## src/rtl/serial_subtractor_pkg.sv

```systemverilog
// Shared types for the bit-serial subtractor.
// Holds the FSM state enum and the counter-width helper.
package serial_arith_pkg;

  typedef enum logic [1:0] {
    IDLE,
    LOAD,
    SHIFT,
    DONE
  } state_t;

  // Counter must reach WIDTH-1; sized per instance.
  function automatic int cnt_width(input int width);
    return $clog2(width) + 1;
  endfunction

endpackage

```

## src/rtl/serial_subtractor_if.sv

```systemverilog
// Request/result bundle of the serial subtractor.
// master drives operands and start; slave returns result.
interface serial_subtractor_if #(
  parameter int WIDTH = 8
);
  logic             start;
  logic [WIDTH-1:0] A;
  logic [WIDTH-1:0] B;
  logic [WIDTH:0]   diff;
  logic             busy;
  logic             done;

  modport master (
    output start, A, B,
    input  diff, busy, done
  );

  modport slave (
    input  start, A, B,
    output diff, busy, done
  );
endinterface

```

## src/rtl/serial_subtractor_fs.sv

```systemverilog
// 1-bit full subtractor: d = a - b - bin.
// Purely combinational; bout is the borrow out.
module fs (
  input  logic a,
  input  logic b,
  input  logic bin,
  output logic d,
  output logic bout
);
  assign d    = a ^ b ^ bin;
  assign bout = (~a & b) | (~(a ^ b) & bin);
endmodule

```

## src/rtl/serial_subtractor.sv

```systemverilog
// LSB-first bit-serial subtractor, one bit per clock.
// Define SERIAL_SUB_SAT_EN for saturating underflow.
module serial_subtractor
  import serial_arith_pkg::*;
#(
  parameter int WIDTH = 8
) (
  input  logic                clk,
  input  logic                resetn,
  serial_subtractor_if.slave  bus
);

  localparam int CW = cnt_width(WIDTH);
  localparam int RW = WIDTH - 1;

  state_t           state;
  state_t           nxt;
  logic [WIDTH-1:0] a_sr;
  logic [WIDTH-1:0] b_sr;
  logic [RW-1:0]    r_sr;
  logic [CW-1:0]    cnt;
  logic             bin_q;
  logic             d;
  logic             bout;
  logic             last;
  logic [WIDTH:0]   res_wrap;
  logic [WIDTH:0]   res;
  logic [WIDTH:0]   diff_q;

  fs u_fs (
    .a    (a_sr[0]),
    .b    (b_sr[0]),
    .bin  (bin_q),
    .d    (d),
    .bout (bout)
  );

  assign last     = (cnt == CW'(WIDTH - 1));
  assign res_wrap = {bout, d, r_sr};

`ifdef SERIAL_SUB_SAT_EN
  assign res = bout ? {1'b1, {WIDTH{1'b0}}}
                    : res_wrap;
`else
  assign res = res_wrap;
`endif

  always_ff @(posedge clk or negedge resetn) begin
    if (!resetn) state <= IDLE;
    else         state <= nxt;
  end

  always_comb begin
    nxt = state;
    unique case (state)
      IDLE:  if (bus.start) nxt = LOAD;
      LOAD:  nxt = SHIFT;
      SHIFT: if (last) nxt = DONE;
      DONE:  nxt = IDLE;
      default: nxt = IDLE;
    endcase
  end

  // Result bits enter at the top so bit 0 ends up at r_sr[0].
  always_ff @(posedge clk or negedge resetn) begin
    if (!resetn) begin
      a_sr   <= '0;
      b_sr   <= '0;
      r_sr   <= '0;
      cnt    <= '0;
      bin_q  <= 1'b0;
      diff_q <= '0;
    end else begin
      unique case (state)
        LOAD: begin
          a_sr  <= bus.A;
          b_sr  <= bus.B;
          bin_q <= 1'b0;
          cnt   <= '0;
        end
        SHIFT: begin
          a_sr  <= a_sr >> 1;
          b_sr  <= b_sr >> 1;
          bin_q <= bout;
          cnt   <= cnt + CW'(1);
          r_sr  <= (r_sr >> 1) | (RW'(d) << (RW - 1));
          if (last) diff_q <= res;
        end
        default: ;
      endcase
    end
  end

  assign bus.diff = diff_q;
  assign bus.busy = (state == LOAD) || (state == SHIFT);
  assign bus.done = (state == DONE);

endmodule
```

## src/flat_wrapper.sv

```systemverilog
// flat-port wrapper written by rule: the top's interface ports become plain ports
module serial_subtractor_flat import serial_arith_pkg::*;
#(
  parameter int WIDTH = 8
)
  (clk, resetn, bus_start, bus_A, bus_B, bus_diff, bus_busy, bus_done);
  serial_subtractor_if #(.WIDTH(WIDTH)) bus_i ();
  input  logic clk;
  input  logic resetn;
  input wire logic [$bits(bus_i.start)-1:0] bus_start;
  input wire logic [$bits(bus_i.A)-1:0] bus_A;
  input wire logic [$bits(bus_i.B)-1:0] bus_B;
  output wire logic [$bits(bus_i.diff)-1:0] bus_diff;
  output wire logic [$bits(bus_i.busy)-1:0] bus_busy;
  output wire logic [$bits(bus_i.done)-1:0] bus_done;
  assign bus_i.start = bus_start;
  assign bus_i.A = bus_A;
  assign bus_i.B = bus_B;
  assign bus_diff = bus_i.diff;
  assign bus_busy = bus_i.busy;
  assign bus_done = bus_i.done;
  serial_subtractor #(.WIDTH(WIDTH)) u_core (.clk(clk), .resetn(resetn), .bus(bus_i));
endmodule
```

## config.mk

```make
export PLATFORM = sky130hd
export DESIGN_NAME = serial_subtractor_flat
export DESIGN_NICKNAME = d
export VERILOG_FILES = /design/src/rtl/serial_subtractor_pkg.sv /design/src/rtl/serial_subtractor_if.sv /design/src/rtl/serial_subtractor_fs.sv /design/src/rtl/serial_subtractor.sv /design/src/flat_wrapper.sv
export SDC_FILE = /design/constraint.sdc
export NUM_CORES = 1
export LEC_CHECK = 0
export CAP_MARGIN = 20
export CORE_AREA = 2 2 74 76
export DETAILED_ROUTE_END_ITERATION = 8
export DIE_AREA = 0 0 76 78
export PLACE_DENSITY = 0.64
export SLEW_MARGIN = 20
export SYNTH_ARGS = -nofsm -noshare
export SYNTH_HDL_FRONTEND = slang
export SYNTH_SLANG_ARGS = --single-unit
export TNS_END_PERCENT = 10
```

## constraint.sdc

```tcl
create_clock -name clk -period 1.83 [get_ports clk]
set_input_delay 0.549 -clock clk [delete_from_list [all_inputs] [get_ports clk]]
set_output_delay 0.549 -clock clk [all_outputs]
set_load 0.005 [all_outputs]
```

* Yosys cells after proc, flatten, opt, wreduce, memory -nomap -nowiden
Cells that the tools add are included.
Storage, ports and cells: flip-flop bits (word level) 39, bits in latches 0, memory bits (writable) 0, bits in read-only memories 0, bits of input ports 19, output and inout bits 11, logic and storage cells 34, memories kept 0
Operators by class: add/subtract/negate cells 1, $mul 0, divide/modulo/power cells 0, magnitude comparators 0, equality and inequality tests 6, shift operators 0, multiplexer cells 7, bitwise operators 8, reduce and logical (&&, ||, !) cells 5
Operators with widths (count):
- case mux 8 bit (2 select lines) | 2
- case mux 2 bit (4 select lines) | 1
- case mux 4 bit (2 select lines) | 1
- OR 6 x 7 -> 7 bit | 1
- adder 4 x 1 -> 4 bit, second input constant | 1
- == test 2 bit, second input constant | 2
- == test 4 x 3 -> 1 bit, second input constant | 1
- two-way mux 2 bit | 2
- AND reduction 2 bit | 2
- bitwise AND 1 bit | 2
- == test 2 x 1 -> 1 bit, second input constant | 1
- logical NOT 2 bit | 1
- inequality test 2 x 1 -> 1 bit, second input constant | 1
- inequality test 2 bit, second input constant | 1
- NOT 1 bit | 2
- case mux 1 bit (2 select lines) | 1
- nonzero test 2 bit | 1
- bitwise XOR 1 bit | 2
- logical OR 1 bit | 1
- OR 1 bit | 1

* Logic depth before layout (Yosys ltp)
depth in word-level cells 5, depth in mapped cells 6, depth with buffers taken out 5

* Modules after synthesis
From an unflattened synthesis, not the netlist that was laid out.
Second synthesis, totals: cell total of the unflattened synthesis 146, area total of the unflattened synthesis 1741.7 µm²
By module, submodules not included:
- serial_subtractor | times used 1, cells an instance 142, area each 1710.4 µm², seq. area each 975.9 µm²
- fs | times used 1, cells an instance 4, area each 31.3 µm², seq. area each 0.0 µm²

* Worst setup path after synthesis
No wires, ideal clock.
kind reg-to-reg, from reg u_core.state[0], to reg u_core.a_sr[1], library setup time 0.077 ns, arrival 1.269 ns, data required time 1.753 ns, path slack 0.484 ns, cell stages (with the launch flop) 7, path buffers 2, clock period less this slack 1.346 ns, path through dfrtp_1 -> inv_1 -> ha_1 -> buf_2 -> clkbuf_1 -> nor2_1 -> a21oi_1
Between the ends: cells in the longest elaborated chain, start to end 2, elaborated cells on any way between the ends 4, those cells by class eq/ne: 2; mux: 1; reduce/logical: 1
Ends and longest elaborated chain:
- from (decl) | line serial_subtractor.sv:16 | state_t state;
- from (signal assigned) | line serial_subtractor.sv:50 | else state <= nxt;
- == test 2 bit / == test 2 x 1 -> 1 bit (equally long branches) | line serial_subtractor.sv:74 | unique case (state)
- case mux 8 bit (2 select lines) / nonzero test 2 bit (equally long branches)
- to (signal assigned) | line serial_subtractor.sv:76 | a_sr <= bus.A;
- to (signal assigned) | line serial_subtractor.sv:82 | a_sr <= a_sr >> 1;
- to (decl) | line serial_subtractor.sv:18 | logic [WIDTH-1:0] a_sr;
Several ways; a longest one is shown, not always the timed one. A chain may end at the register's enable or synchronous reset.

* Final worst setup path
from reg u_core.state[0], to out bus_done
Between the ends: cells in the longest elaborated chain, start to end 1
Ends and longest elaborated chain:
- == test 2 bit | line serial_subtractor.sv:96 | assign bus.done = (state == DONE);
- to (decl) | line flat_wrapper.sv:15 | output wire logic [$bits(bus_i.done)-1:0] bus_done;
Every way passes these cells.

==> impl_metrics.env <==
export IMPL_power_mw=3.455
export IMPL_slew_viol_final=0
export IMPL_die_area_um2=5928
export IMPL_die_w_um=76
export IMPL_coreArea_um2=5042
export IMPL_hold_viol_final=0
export IMPL_seq_area_frac_synth_pct=55.91
export IMPL_start_util_pct=34.62
export IMPL_synth_compound_area_share_pct=8.029
export IMPL_crit_arrival_ns=1.21
export IMPL_regArea_um2=975.9
export IMPL_grt_max_degree=44
export IMPL_multi_input_area_um2=679.4
export IMPL_vias=1151
export IMPL_synthSimpleGateAreaFrac_pct=8.530
export IMPL_n_fill_cell=478
export IMPL_numPortBuffers=29
export IMPL_routed_via_density=4.622
export IMPL_area_delta_synth_final_pct=27.38
export IMPL_sw_frac_of_total_pct=35.38
export IMPL_ys_types=22
export IMPL_worst_pin_slew_ns=0.3787
export IMPL_overflow=0
export IMPL_skew_ns=0.002652
export IMPL_ys_seq_elements=39
export IMPL_synth_fa_ha_area_share_pct=4.014
export IMPL_fin_nets=202
export IMPL_dpl_hpwl_um=2085
export IMPL_pin_count=30
export IMPL_clk_latency_ns=0.28
export IMPL_first_global_vias=1212
export IMPL_synth_nets=169
export IMPL_grt_use_total_pct=10.82
export IMPL_power_frac_seq_pct=39.8
export IMPL_fin_util_pct=44.09
export IMPL_hold_slack_ns=0.2198
export IMPL_postRouteAntennaNets=0
export IMPL_syn_area_um2=1745
export IMPL_finalCriticalPeriod_ns=1.764
export IMPL_setup_violations=0
export IMPL_tns_ns=0
export IMPL_grt_pass1_wl_um=5071
export IMPL_timing_rr_start="u_core.state[1]"
export IMPL_post_route_drc_count=0
export IMPL_startpoint="u_core.state[0]"
export IMPL_synth_xor_area_share_pct=0
export IMPL_cts_tree="built"
export IMPL_cts_buffer_depth=2
export IMPL_wl_per_cell_um=11.68
export IMPL_drt_total_wl_um=2909
export IMPL_synthTopCellsByArea="dfrtp_1, mux2_2, mux2i_1, a21oi_1, nor2_1"
export IMPL_cts_root_buf="clkbuf_8"
export IMPL_n_antenna_cell=0
export IMPL_fin_crit_sh_pct=96.37
export IMPL_cp_required_ns=1.28
export IMPL_max_clock_freq_ghz=0.5670
export IMPL_critPathCaptureType="primary output"
export IMPL_clockPowerShare_pct=17.8
export IMPL_leakage_nw=0.9907
export IMPL_rsz0062_at_grt="no"
export IMPL_peakVddDrop_mv=0.7782
export IMPL_synth_top_family_by_area="multiplexers"
export IMPL_drive_above_1_share_pct=18.44
export IMPL_h_tree_depth=2
export IMPL_pwr_share_comb_pct=42.4
export IMPL_clk_pin_slew_ns=0.07
export IMPL_dieHeight_um=78
export IMPL_netlist_instances=145
export IMPL_critPathMaxFanout=2
export IMPL_drt_iter0_drc=69
export IMPL_p_int_mw=2.233
export IMPL_outcome="completed"
export IMPL_slew_headroom_pct=74.75
export IMPL_max_cap_viol_count=0
export IMPL_syn_avg_cell_area_um2=12.04
export IMPL_p_switching_mw=1.223
export IMPL_gp_congestion=0.7064
export IMPL_ys_warn_count=0
export IMPL_first_pass_iters=4
export IMPL_antenna_found_initial=0
export IMPL_startpoint_type="flop"
export IMPL_cts_buffers_inserted=5
export IMPL_rows=26
export IMPL_synth_top_area_share_pct=55.91
export IMPL_synthMuxAreaShare_pct=18.35
export IMPL_cts_sinks=39
export IMPL_holdCritPathClass="input pin to asynchronous set/reset pin"
export IMPL_pwr_density_cell_nw_per_um2=1554
export IMPL_netlist_top_cell_by_area="dfrtp_1"
export IMPL_worstSetupPathType="flop to primary output"
## registers in the layout, summed over array words and instances (netlist names)
name	flops
u_core.a_sr	8
u_core.b_sr	8
u_core.bin_q	1
u_core.bus.diff	9
u_core.cnt	4
u_core.r_sr	7
u_core.state	2
## power by group through the flow
stage,logic [mW],clock network [mW],registers [mW]
floorplan,1.19,0,1.35
global placement,1.39,0,1.38
detailed placement,1.47,0,1.40
CTS,1.49,0.641,1.38
global route,1.64,0.670,1.42
finish,1.47,0.613,1.38
## final timing paths
check                                endpoint  slack, ns  cells after the start
max                                  bus_done       0.07                      3
min                        u_core.bus.diff[6]       0.22                      2
max reg2reg                    u_core.b_sr[6]       0.26                      5
min reg2reg                u_core.bus.diff[5]       0.51                      1
max in group asynchronous      u_core.b_sr[4]       1.42                      2
min in group clk           u_core.bus.diff[5]       0.51                      1
## metal layers
| metal | global-route usage (%) | routed length [µm] | vias up |
|---|---|---|---|
| met5 | 0 | 0 | - |
| met3 | 3.488 | 161 | 6 |
| met4 | 5.091 | 57 | 0 |
| met1 | 11.10 | 1248 | 557 |
| li1 | - | - | 560 |
| met2 | 20.00 | 1441 | 28 |
## critical path, stage by stage, from the launching register on
cell and delay, ns:
dfrtp_1 0.39, buf_4 0.15, ha_1 0.20, clkdlybuf4s15_1 0.20
## logic make-up after synthesis
| family | Yosys count |
|---|---|
| multiplexers | 30 |
| AO/OA/AOI/OAI | 25 |
| buffers and inverters | 19 |
| flip-flops | 39 |
| adder cells (fa/ha/maj) | 5 |
| AND/OR/NAND/NOR | 27 |
## synth_stat cells (all sizes together)
cell / count
dfrtp: 39
mux2: 16
a21oi: 15
mux2i: 14
nor2: 14
inv: 10
o21ai: 7
buf: 6
nand3: 5
nand3b: 5
ha: 4
clkbuf: 3
fa: 1
nand2: 1
nand4b: 1
nor2b: 1
o221ai: 1
o22a: 1
o2bb2ai: 1
## layout by cell type, fill, tap and decap left out, types with 2 or more instances in the layout
| cell | netlist | final |
|---|---|---|
| nand3_1 | 5 | 5 |
| buf_4 | 2 | 5 |
| clkdlybuf4s15_1 | 0 | 2 |
| nand3b_1 | 5 | 5 |
| dfrtp_1 | 39 | 39 |
| ha_1 | 4 | 4 |
| clkdlybuf4s50_1 | 0 | 26 |
| clkbuf_8 | 0 | 7 |
| inv_1 | 10 | 9 |
| a21oi_1 | 14 | 14 |
| nor2_1 | 14 | 14 |
| mux2i_1 | 14 | 14 |
| o21ai_0 | 7 | 7 |
| mux2_2 | 16 | 16 |
## timing repair
item                       in CTS  in global routing
setup endpoints to repair       2                  1
setup buffers                   2                  0
cloned                          0                  0
pin swaps                       0                  1
hold buffers                    0                  0
gates resized for setup         2                  3
## area by class of cell
cell class,instances,area share [%]
tap,70,3.939
sequential,39,43.89
clock buffer,8,4.502
timing repair buffer,35,15.42
inverter,10,1.688
multi-input combinational,87,30.56
## metrics by stage
stage | cell area, µm² | worst slack [ns] | cells
after global placement | 2108 | 0.1010 | 239
after floorplan | 1745 | 0.4840 | 145
after CTS | 2221 | 0.009565 | 249
final | 2223 | 0.06646 | 249
after global routing | 2223 | 0.04188 | 249
after detailed placement | 2108 | 0.05982 | 239
Power figures use the tool's default switching activity.
